**src/rtl/mem_port_arbiter_if.sv**
```systemverilog
// mem_port_arbiter_if: bundles the split instruction/data request ports of the
// RV32I datapath and the single shared memory port into one interface.
//   slave  - arbiter view (takes requests, drives the shared port)
//   master - environment view (datapath requesters plus memory model)
interface mem_port_arbiter_if #(
  parameter int ADDR_WIDTH = 32,
  parameter int DATA_WIDTH = 32
);
  // instruction-fetch side
  logic                    inst_read;
  logic [ADDR_WIDTH-1:0]   inst_addr;
  logic [DATA_WIDTH-1:0]   inst_rdata;
  logic                    inst_resp;
  // data-memory side
  logic                    data_read;
  logic                    data_write;
  logic [ADDR_WIDTH-1:0]   data_addr;
  logic [DATA_WIDTH-1:0]   data_wdata;
  logic [DATA_WIDTH/8-1:0] data_mbe;
  logic [DATA_WIDTH-1:0]   data_rdata;
  logic                    data_resp;
  // shared memory/cache side
  logic                    mem_read;
  logic                    mem_write;
  logic [ADDR_WIDTH-1:0]   mem_addr;
  logic [DATA_WIDTH-1:0]   mem_wdata;
  logic [DATA_WIDTH/8-1:0] mem_mbe;
  logic [DATA_WIDTH-1:0]   mem_rdata;
  logic                    mem_resp;

  modport slave (
    input  inst_read, inst_addr,
    input  data_read, data_write, data_addr, data_wdata, data_mbe,
    input  mem_rdata, mem_resp,
    output inst_rdata, inst_resp,
    output data_rdata, data_resp,
    output mem_read, mem_write, mem_addr, mem_wdata, mem_mbe
  );

  modport master (
    output inst_read, inst_addr,
    output data_read, data_write, data_addr, data_wdata, data_mbe,
    output mem_rdata, mem_resp,
    input  inst_rdata, inst_resp,
    input  data_rdata, data_resp,
    input  mem_read, mem_write, mem_addr, mem_wdata, mem_mbe
  );
endinterface

```
**src/rtl/mem_port_arbiter.sv**
```systemverilog
// mem_port_arbiter: merges the RV32I instruction-fetch and data-memory ports
// onto one shared memory port. The winning request is latched into registered
// mem_* outputs and held until mem_resp; the completion pulse is routed back
// combinationally to the side being served. Every completion is followed by
// one IDLE cycle so a still-high requester strobe is never re-granted.
// Optional: define MEM_ARB_ROUND_ROBIN_EN to alternate grants on contention
// (opposite of the last served side); otherwise data has fixed priority.
module mem_port_arbiter #(
  parameter int ADDR_WIDTH = 32,
  parameter int DATA_WIDTH = 32
) (
  input  logic                clk,
  input  logic                rst,   // synchronous, active-low
  mem_port_arbiter_if.slave   bus
);

  localparam int MBE_WIDTH = DATA_WIDTH / 8;

  typedef enum logic [1:0] {
    IDLE    = 2'd0,
    SERVE_I = 2'd1,
    SERVE_D = 2'd2
  } state_t;

  localparam logic GRANT_INST = 1'b0;
  localparam logic GRANT_DATA = 1'b1;

  state_t                 state_reg;
  logic                   last_grant_reg;
  logic                   mem_read_reg;
  logic                   mem_write_reg;
  logic [ADDR_WIDTH-1:0]  mem_addr_reg;
  logic [DATA_WIDTH-1:0]  mem_wdata_reg;
  logic [MBE_WIDTH-1:0]   mem_mbe_reg;

  logic data_req;
  logic grant_data;
  logic inst_done;
  logic data_done;

  assign data_req = bus.data_read | bus.data_write;

`ifdef MEM_ARB_ROUND_ROBIN_EN
  // On contention, serve the side that did not win last time.
  assign grant_data = data_req & (~bus.inst_read | (last_grant_reg == GRANT_INST));
`else
  // Fixed priority: any pending data request beats a fetch.
  assign grant_data = data_req;
`endif

  assign inst_done = (state_reg == SERVE_I) & bus.mem_resp;
  assign data_done = (state_reg == SERVE_D) & bus.mem_resp;

  // Response routing: data always mirrors memory, each side qualified by its own pulse.
  assign bus.inst_rdata = bus.mem_rdata;
  assign bus.data_rdata = bus.mem_rdata;
  assign bus.inst_resp  = inst_done;
  assign bus.data_resp  = data_done;

  assign bus.mem_read  = mem_read_reg;
  assign bus.mem_write = mem_write_reg;
  assign bus.mem_addr  = mem_addr_reg;
  assign bus.mem_wdata = mem_wdata_reg;
  assign bus.mem_mbe   = mem_mbe_reg;

  // Arbitration FSM: grant in IDLE, hold the latched request until mem_resp.
  always_ff @(posedge clk) begin
    if (!rst) begin
      state_reg      <= IDLE;
      last_grant_reg <= GRANT_INST;
      mem_read_reg   <= 1'b0;
      mem_write_reg  <= 1'b0;
      mem_addr_reg   <= '0;
      mem_wdata_reg  <= '0;
      mem_mbe_reg    <= '0;
    end else begin
      case (state_reg)
        IDLE: begin
          if (grant_data) begin
            state_reg     <= SERVE_D;
            mem_addr_reg  <= bus.data_addr;
            mem_wdata_reg <= bus.data_wdata;
            mem_mbe_reg   <= bus.data_mbe;
            // a simultaneous read+write is treated as a write
            mem_write_reg <= bus.data_write;
            mem_read_reg  <= ~bus.data_write;
          end else if (bus.inst_read) begin
            state_reg     <= SERVE_I;
            mem_addr_reg  <= bus.inst_addr;
            mem_mbe_reg   <= '0;
            mem_write_reg <= 1'b0;
            mem_read_reg  <= 1'b1;
          end
        end
        SERVE_I: begin
          if (bus.mem_resp) begin
            state_reg      <= IDLE;
            mem_read_reg   <= 1'b0;
            mem_write_reg  <= 1'b0;
            last_grant_reg <= GRANT_INST;
          end
        end
        SERVE_D: begin
          if (bus.mem_resp) begin
            state_reg      <= IDLE;
            mem_read_reg   <= 1'b0;
            mem_write_reg  <= 1'b0;
            last_grant_reg <= GRANT_DATA;
          end
        end
        default: begin
          state_reg     <= IDLE;
          mem_read_reg  <= 1'b0;
          mem_write_reg <= 1'b0;
        end
      endcase
    end
  end

  // A completed transaction must be recorded as the most recent grant.
  a_last_grant_tracks_completion: assert property (
    @(posedge clk) disable iff (!rst)
    (inst_done |=> last_grant_reg == GRANT_INST) and
    (data_done |=> last_grant_reg == GRANT_DATA)
  );

endmodule
```
**src/flat_wrapper.sv**
```systemverilog
// flat-port wrapper written by rule: the top's interface ports become plain ports
module mem_port_arbiter_flat 
#(
  parameter int ADDR_WIDTH = 32,
  parameter int DATA_WIDTH = 32
)
  (clk, rst, bus_inst_read, bus_inst_addr, bus_data_read, bus_data_write, bus_data_addr, bus_data_wdata, bus_data_mbe, bus_mem_rdata, bus_mem_resp, bus_inst_rdata, bus_inst_resp, bus_data_rdata, bus_data_resp, bus_mem_read, bus_mem_write, bus_mem_addr, bus_mem_wdata, bus_mem_mbe);
  mem_port_arbiter_if #(.ADDR_WIDTH(ADDR_WIDTH), .DATA_WIDTH(DATA_WIDTH)) bus_i ();
  input  logic clk;
  input  logic rst;
  input wire logic [$bits(bus_i.inst_read)-1:0] bus_inst_read;
  input wire logic [$bits(bus_i.inst_addr)-1:0] bus_inst_addr;
  input wire logic [$bits(bus_i.data_read)-1:0] bus_data_read;
  input wire logic [$bits(bus_i.data_write)-1:0] bus_data_write;
  input wire logic [$bits(bus_i.data_addr)-1:0] bus_data_addr;
  input wire logic [$bits(bus_i.data_wdata)-1:0] bus_data_wdata;
  input wire logic [$bits(bus_i.data_mbe)-1:0] bus_data_mbe;
  input wire logic [$bits(bus_i.mem_rdata)-1:0] bus_mem_rdata;
  input wire logic [$bits(bus_i.mem_resp)-1:0] bus_mem_resp;
  output wire logic [$bits(bus_i.inst_rdata)-1:0] bus_inst_rdata;
  output wire logic [$bits(bus_i.inst_resp)-1:0] bus_inst_resp;
  output wire logic [$bits(bus_i.data_rdata)-1:0] bus_data_rdata;
  output wire logic [$bits(bus_i.data_resp)-1:0] bus_data_resp;
  output wire logic [$bits(bus_i.mem_read)-1:0] bus_mem_read;
  output wire logic [$bits(bus_i.mem_write)-1:0] bus_mem_write;
  output wire logic [$bits(bus_i.mem_addr)-1:0] bus_mem_addr;
  output wire logic [$bits(bus_i.mem_wdata)-1:0] bus_mem_wdata;
  output wire logic [$bits(bus_i.mem_mbe)-1:0] bus_mem_mbe;
  assign bus_i.inst_read = bus_inst_read;
  assign bus_i.inst_addr = bus_inst_addr;
  assign bus_i.data_read = bus_data_read;
  assign bus_i.data_write = bus_data_write;
  assign bus_i.data_addr = bus_data_addr;
  assign bus_i.data_wdata = bus_data_wdata;
  assign bus_i.data_mbe = bus_data_mbe;
  assign bus_i.mem_rdata = bus_mem_rdata;
  assign bus_i.mem_resp = bus_mem_resp;
  assign bus_inst_rdata = bus_i.inst_rdata;
  assign bus_inst_resp = bus_i.inst_resp;
  assign bus_data_rdata = bus_i.data_rdata;
  assign bus_data_resp = bus_i.data_resp;
  assign bus_mem_read = bus_i.mem_read;
  assign bus_mem_write = bus_i.mem_write;
  assign bus_mem_addr = bus_i.mem_addr;
  assign bus_mem_wdata = bus_i.mem_wdata;
  assign bus_mem_mbe = bus_i.mem_mbe;
  mem_port_arbiter #(.ADDR_WIDTH(ADDR_WIDTH), .DATA_WIDTH(DATA_WIDTH)) u_core (.clk(clk), .rst(rst), .bus(bus_i));
endmodule
```
**config.mk**
```make
export PLATFORM = sky130hd
export DESIGN_NAME = mem_port_arbiter_flat
export DESIGN_NICKNAME = d
export VERILOG_FILES = /design/src/rtl/mem_port_arbiter_if.sv /design/src/rtl/mem_port_arbiter.sv /design/src/flat_wrapper.sv
export SDC_FILE = /design/constraint.sdc
export NUM_CORES = 1
export LEC_CHECK = 0
export ABC_AREA = 1
export ABC_CLOCK_PERIOD_IN_PS = 3800
export BUFFER_PORTS_ARGS = -buffer_cell sky130_fd_sc_hd__buf_2
export CAP_MARGIN = 20
export CORE_AREA = 3 3 105 107
export DETAILED_ROUTE_END_ITERATION = 8
export DIE_AREA = 0 0 108 110
export HOLD_SLACK_MARGIN = 0.02
export PLACE_DENSITY = 0.74
export SLEW_MARGIN = 5
export SYNTH_ARGS = -nofsm -noshare
export SYNTH_HDL_FRONTEND = slang
export SYNTH_SLANG_ARGS = --single-unit
```
**constraint.sdc**
```tcl
create_clock -name clk -period 3.8 [get_ports clk]
set_clock_uncertainty 0.2 [all_clocks]
set_input_delay 0.57 -clock clk [delete_from_list [all_inputs] [get_ports clk]]
set_output_delay 0.57 -clock clk [all_outputs]
set_load 0.05 [all_outputs]
```
## Word level (Yosys, flattened, before mapping)

Index checks and enable logic that the tools add are counted.

| word-level totals | value |
|---|---|
| register bits after elaboration | 72 |
| output and inout bits | 136 |

| cells by class | value |
|---|---|
| equal/unequal tests | 4 |
| muxes and demuxes | 15 |
| bitwise operators | 4 |
| reductions and logical operators | 6 |

Operator list:

| cell | number |
|---|---|
| $mux 32 | 2 |
| $mux 4 | 2 |
| $mux 2 | 3 |
| $reduce_and 2->1 | 3 |
| $mux 1 | 5 |
| $pmux 1 s2 | 2 |
| $pmux 2 s2 | 1 |
| $ne 3x2->1 const B | 1 |
| $and 1x1->1 | 2 |
| $eq 2x1->1 const B | 1 |
| $eq 2x2->1 const B | 1 |
| $logic_not 2->1 | 1 |
| $ne 2x1->1 const B | 1 |
| $reduce_bool 2->1 | 1 |
| $reduce_or 2->1 | 1 |
| $not 1->1 | 1 |
| $or 1x1->1 | 1 |

## Logic depth before layout (Yosys ltp)

| logic depth | value |
|---|---|
| word-level depth | 4 |
| gate-level depth with buffers | 9 |
| mapped depth without buffers | 8 |

## Worst setup path after synthesis

OpenSTA, ideal clock, no wires.

| timing | value |
|---|---|
| kind | input to output |
| start point | input bus_mem_resp |
| end point | output bus_data_resp |
| arrival time | 0.906 ns |
| data required time | 3.030 ns |
| path slack | 2.124 ns |
| stages | 2 |
| path buffers | 0 |
| cells stage by stage | nand2_1 inv_1 |

| between the ends | value |
|---|---|
| longest elaborated chain between the ends | 1 |

RTL lines:

| element | line | RTL |
|---|---|---|
| start, declared | flat_wrapper.sv:19 | `input wire logic [$bits(bus_i.mem_resp)-1:0] bus_mem_resp;` |
| $and 1x1->1 | mem_port_arbiter.sv:52 | `assign data_done = (state_reg == SERVE_D) & bus.mem_resp;` |
| end, declared | flat_wrapper.sv:23 | `output wire logic [$bits(bus_i.data_resp)-1:0] bus_data_resp;` |

Every way passes these cells.

## Worst setup path in the final report

| timing | value |
|---|---|
| start point | input bus_data_read |
| end point | register u_core.mem_addr_reg[6], in the netlist u_core.bus.mem_addr[6] |

| between the ends | value |
|---|---|
| longest elaborated chain between the ends | 3 |
| elaborated cells on any way between the ends | 4 |

RTL lines:

| element | line | RTL |
|---|---|---|
| start, declared | flat_wrapper.sv:13 | `input wire logic [$bits(bus_i.data_read)-1:0] bus_data_read;` |
| $or 1x1->1 (*) | mem_port_arbiter.sv:41 | `assign data_req = bus.data_read \| bus.data_write;` |
| $reduce_bool 2->1 (no source line) | - |  |
| $reduce_and 2->1 (no source line) | - |  |
| end signal, assigned | mem_port_arbiter.sv:81 | `mem_addr_reg <= bus.data_addr;` |
| end signal, assigned | mem_port_arbiter.sv:89 | `mem_addr_reg <= bus.inst_addr;` |
| end, declared | mem_port_arbiter.sv:32 | `logic [ADDR_WIDTH-1:0] mem_addr_reg;` |

Every way passes the cells marked *; elsewhere a longest branch is shown, timed or not.
A chain may end at the register's enable or synchronous reset.

==> impl_results.md <==
* Least-Margin Pin Slew at 0.759 ns
* Total number of vias at 3507
* Layout Nets at 804
* Slew HR at between 40% and 50%
* Post-Layout Cell Count at 803
* Cell breakdown of the critical path: buf_2, nor2_8, nor2_8, nor2_8, nand2_1, nand2_1, nor2_1
* Cell row count at 37
* Input/output buffers at 177
* Cell mode on critical path: nor2_8
* Pins over their slew limit at 0
* Worst r2r src: u_core.state_reg[0]$_SDFFE_PN0P_
* # diodes at 0
* Gr ovfl total at 0
* Largest net degree at the start of global routing at 65
* Synth Net Count at 707
* Ports at 274
* Area growth syn-to-layout at 16.7%
* Warnings, synthesis at 0
* Clk_lat worst skew at 0.33 ns
* Final design utilization at between 40% and 50%
* Global-route wire length before repair at 13.8 mm
* CP max stage cell: nor2_8
* Crit path from: bus_data_read
* Post-synth cell types at 17
* # clock sinks at 72
* Resized Gates After CTS at 0
* Post-synthesis sequential area ratio at 38.2%
* Met3 wire length at 971 um
* RSZ-0062 raised after global routing: false
* Post-route setup TNS at 0 ns
* Crit. End Element: register
* Wire length on met2 at 4.29 mm
* Die ar. at roughly 12000 sq um
* Outcome: finished, final reports clean
* Combinational share of power at 35.2%
* Worst VDD drop at 0.000267 V
* Worst hold start: u_core.bus.mem_write$_SDFFE_PN0P_
* Initial Util at 36.9%
* Period Utilization, post-route at between 60% and 70%
* Routed length on met1 at 3.83 mm
* Layout cells sized above 1 at 29.8%
* Internal at 1380 uW
* Vias in the first global route at around 3000
* Pwr Total at 2320 uW
* Clock-pin slew on the worst setup and hold paths at about 0.07 ns
* Critical Path Source Type: input pin
* Arrival time at the worst endpoint at 2.48 ns
* Period minus WS final at 2.45 ns
* Post-synth top area cell: dfxtp_1
* Pre-antenna DRT Iters at 4
* Wire length per cell at around 12 um
* Most common library cell in the layout ignoring fill and taps: buf_2
* Clock root buffer: clkbuf_8
* CP max FO at 64
* CTS Hold Buffers Added at 0
* Yosys top cell area share at between 30% and 40%
* CP Data Required Time at 3.83 ns
* PnR worst setup slack at 1.35 ns
* Gp weighted congestion at 0.757
* Seq pwr share at 38.8%
* Leading cell types by total area after synthesis: dfxtp_1 (38%), nand2_1 (14%), buf_4 (13%)
* Highest clock rate at between 0.4 and 0.5 GHz
* Worst Hold Class: register to register
* CTS Buffer Depth at 2
* Initial DRC Count at 210
* LEAKAGE at 0.00240 uW
* DR top layer: met4
* Post-CTS Setup Bufs at 0
* Crit path largest cell delay at 0.61 ns
* Switching Share at ~41%
* Die Ht at 110 um
* Pre-CTS WS at roughly 0.95 ns
* Vias per cell at 4.37
* Post-synthesis cell count at 566
* Syn_area_per_cell at 6.66 sq um
* Syn Std Cell Area at 3770 sq um
* Final HPWL DP at roughly 6.6 mm
* Power Density at 526 nW/um^2
* CTS buffer count at 9
* Final setup fails at 0
* Residual DRC at 0
* Crit path kind: input pin to register
* CTS tree: built
* Max cap viols at 0
* Post-Route WL at 9.28 mm
* Cells after DPL at 788
* All-Layer GR Usage at roughly 15%
* Post-DRT Antenna Nets at 0
* Commonest non-fill, non-tap cells in the layout: buf_2 (177), nand2_1 (142), nor2_1 (131)
* Die W at 108 um
* Core ar. at 10200 sq um
* Final hold vios at 0
* Initial antenna violation count at 0
* Seq cells post-synth at 72
* NetSw at 940 uW
* H-tree Lvls at 3
* Clock power share at 26.0%
## synth_stat cells
cell type  number
dfxtp_1        72
nand2_1       142
inv_1          40
o21ai_0        64
nor2_8          3
a21oi_1         8
nand4_1         1
nand3_1         6
o21ai_2         1
nor2_1        131
clkbuf_1       13
buf_2           8
o2bb2ai_1       1
buf_6           4
ha_1            3
buf_1           2
buf_4          67
## path summary, 6_finish.rpt
kind / depth (start not counted) / to / slack [ns]
setup / recovery: 7 / u_core.bus.mem_addr[6]$_SDFFE_PN0P_ / 1.35
hold / removal: 2 / u_core.bus.mem_write$_SDFFE_PN0P_ / 0.26
setup reg to reg: 8 / u_core.bus.mem_addr[6]$_SDFFE_PN0P_ / 1.52
hold reg to reg: 2 / u_core.bus.mem_write$_SDFFE_PN0P_ / 0.26
## metal layers
layer	global-route usage, %	vias to the layer above
met1	16.2	1481
met2	24.3	150
met4	5.68	0
met5	0	-
li1	-	1847
met3	6.76	29
## cell type report
type / instances / area [sq um]
Clock buffer: 10 / 138
Clock inverter: 5 / 57.6
Fill cell: 1117 / 5830
Inverter: 40 / 150
Multi-Input combinational cell: 360 / 1540
Sequential cell: 72 / 1440
Tap cell: 136 / 170
Timing Repair Buffer: 180 / 908
## power by group through the flow
stage / Clock [uW] / Combinational (uW) / Sequential [uW]
after floorplan: 0 / 478 / 1250
after global placement: 0 / 819 / 915
after detailed placement: 0 / 823 / 916
after CTS: 627 / 824 / 900
after global routing: 662 / 887 / 912
final: 601 / 815 / 899
## critical path, delay by kind of cell
kind / cells / cell delay [ns]
buffers and inverters: 1 / 0.31
and+or+nand+nor: 6 / 1.55
## cells by family after synthesis
group,Yosys count,synth area share [%]
AO/OA/AOI/OAI,74,10.0
adder cells (fa/ha/maj),3,0.995
buffers and inverters,134,21.1
flip-flops,72,38.2
AND/OR/NAND/NOR,283,29.7
## stage by stage
| stage | cell area (sq um) | hold slack [ns] |
|---|---|---|
| after floorplan | 3770 | 0.257 |
| after CTS | 4400 | 0.254 |
| after global routing | 4400 | 0.260 |
| final | 4400 | 0.260 |
| after global placement | 4210 | 0.253 |
| after detailed placement | 4210 | 0.254 |
(Power assumes the default switching activity.)
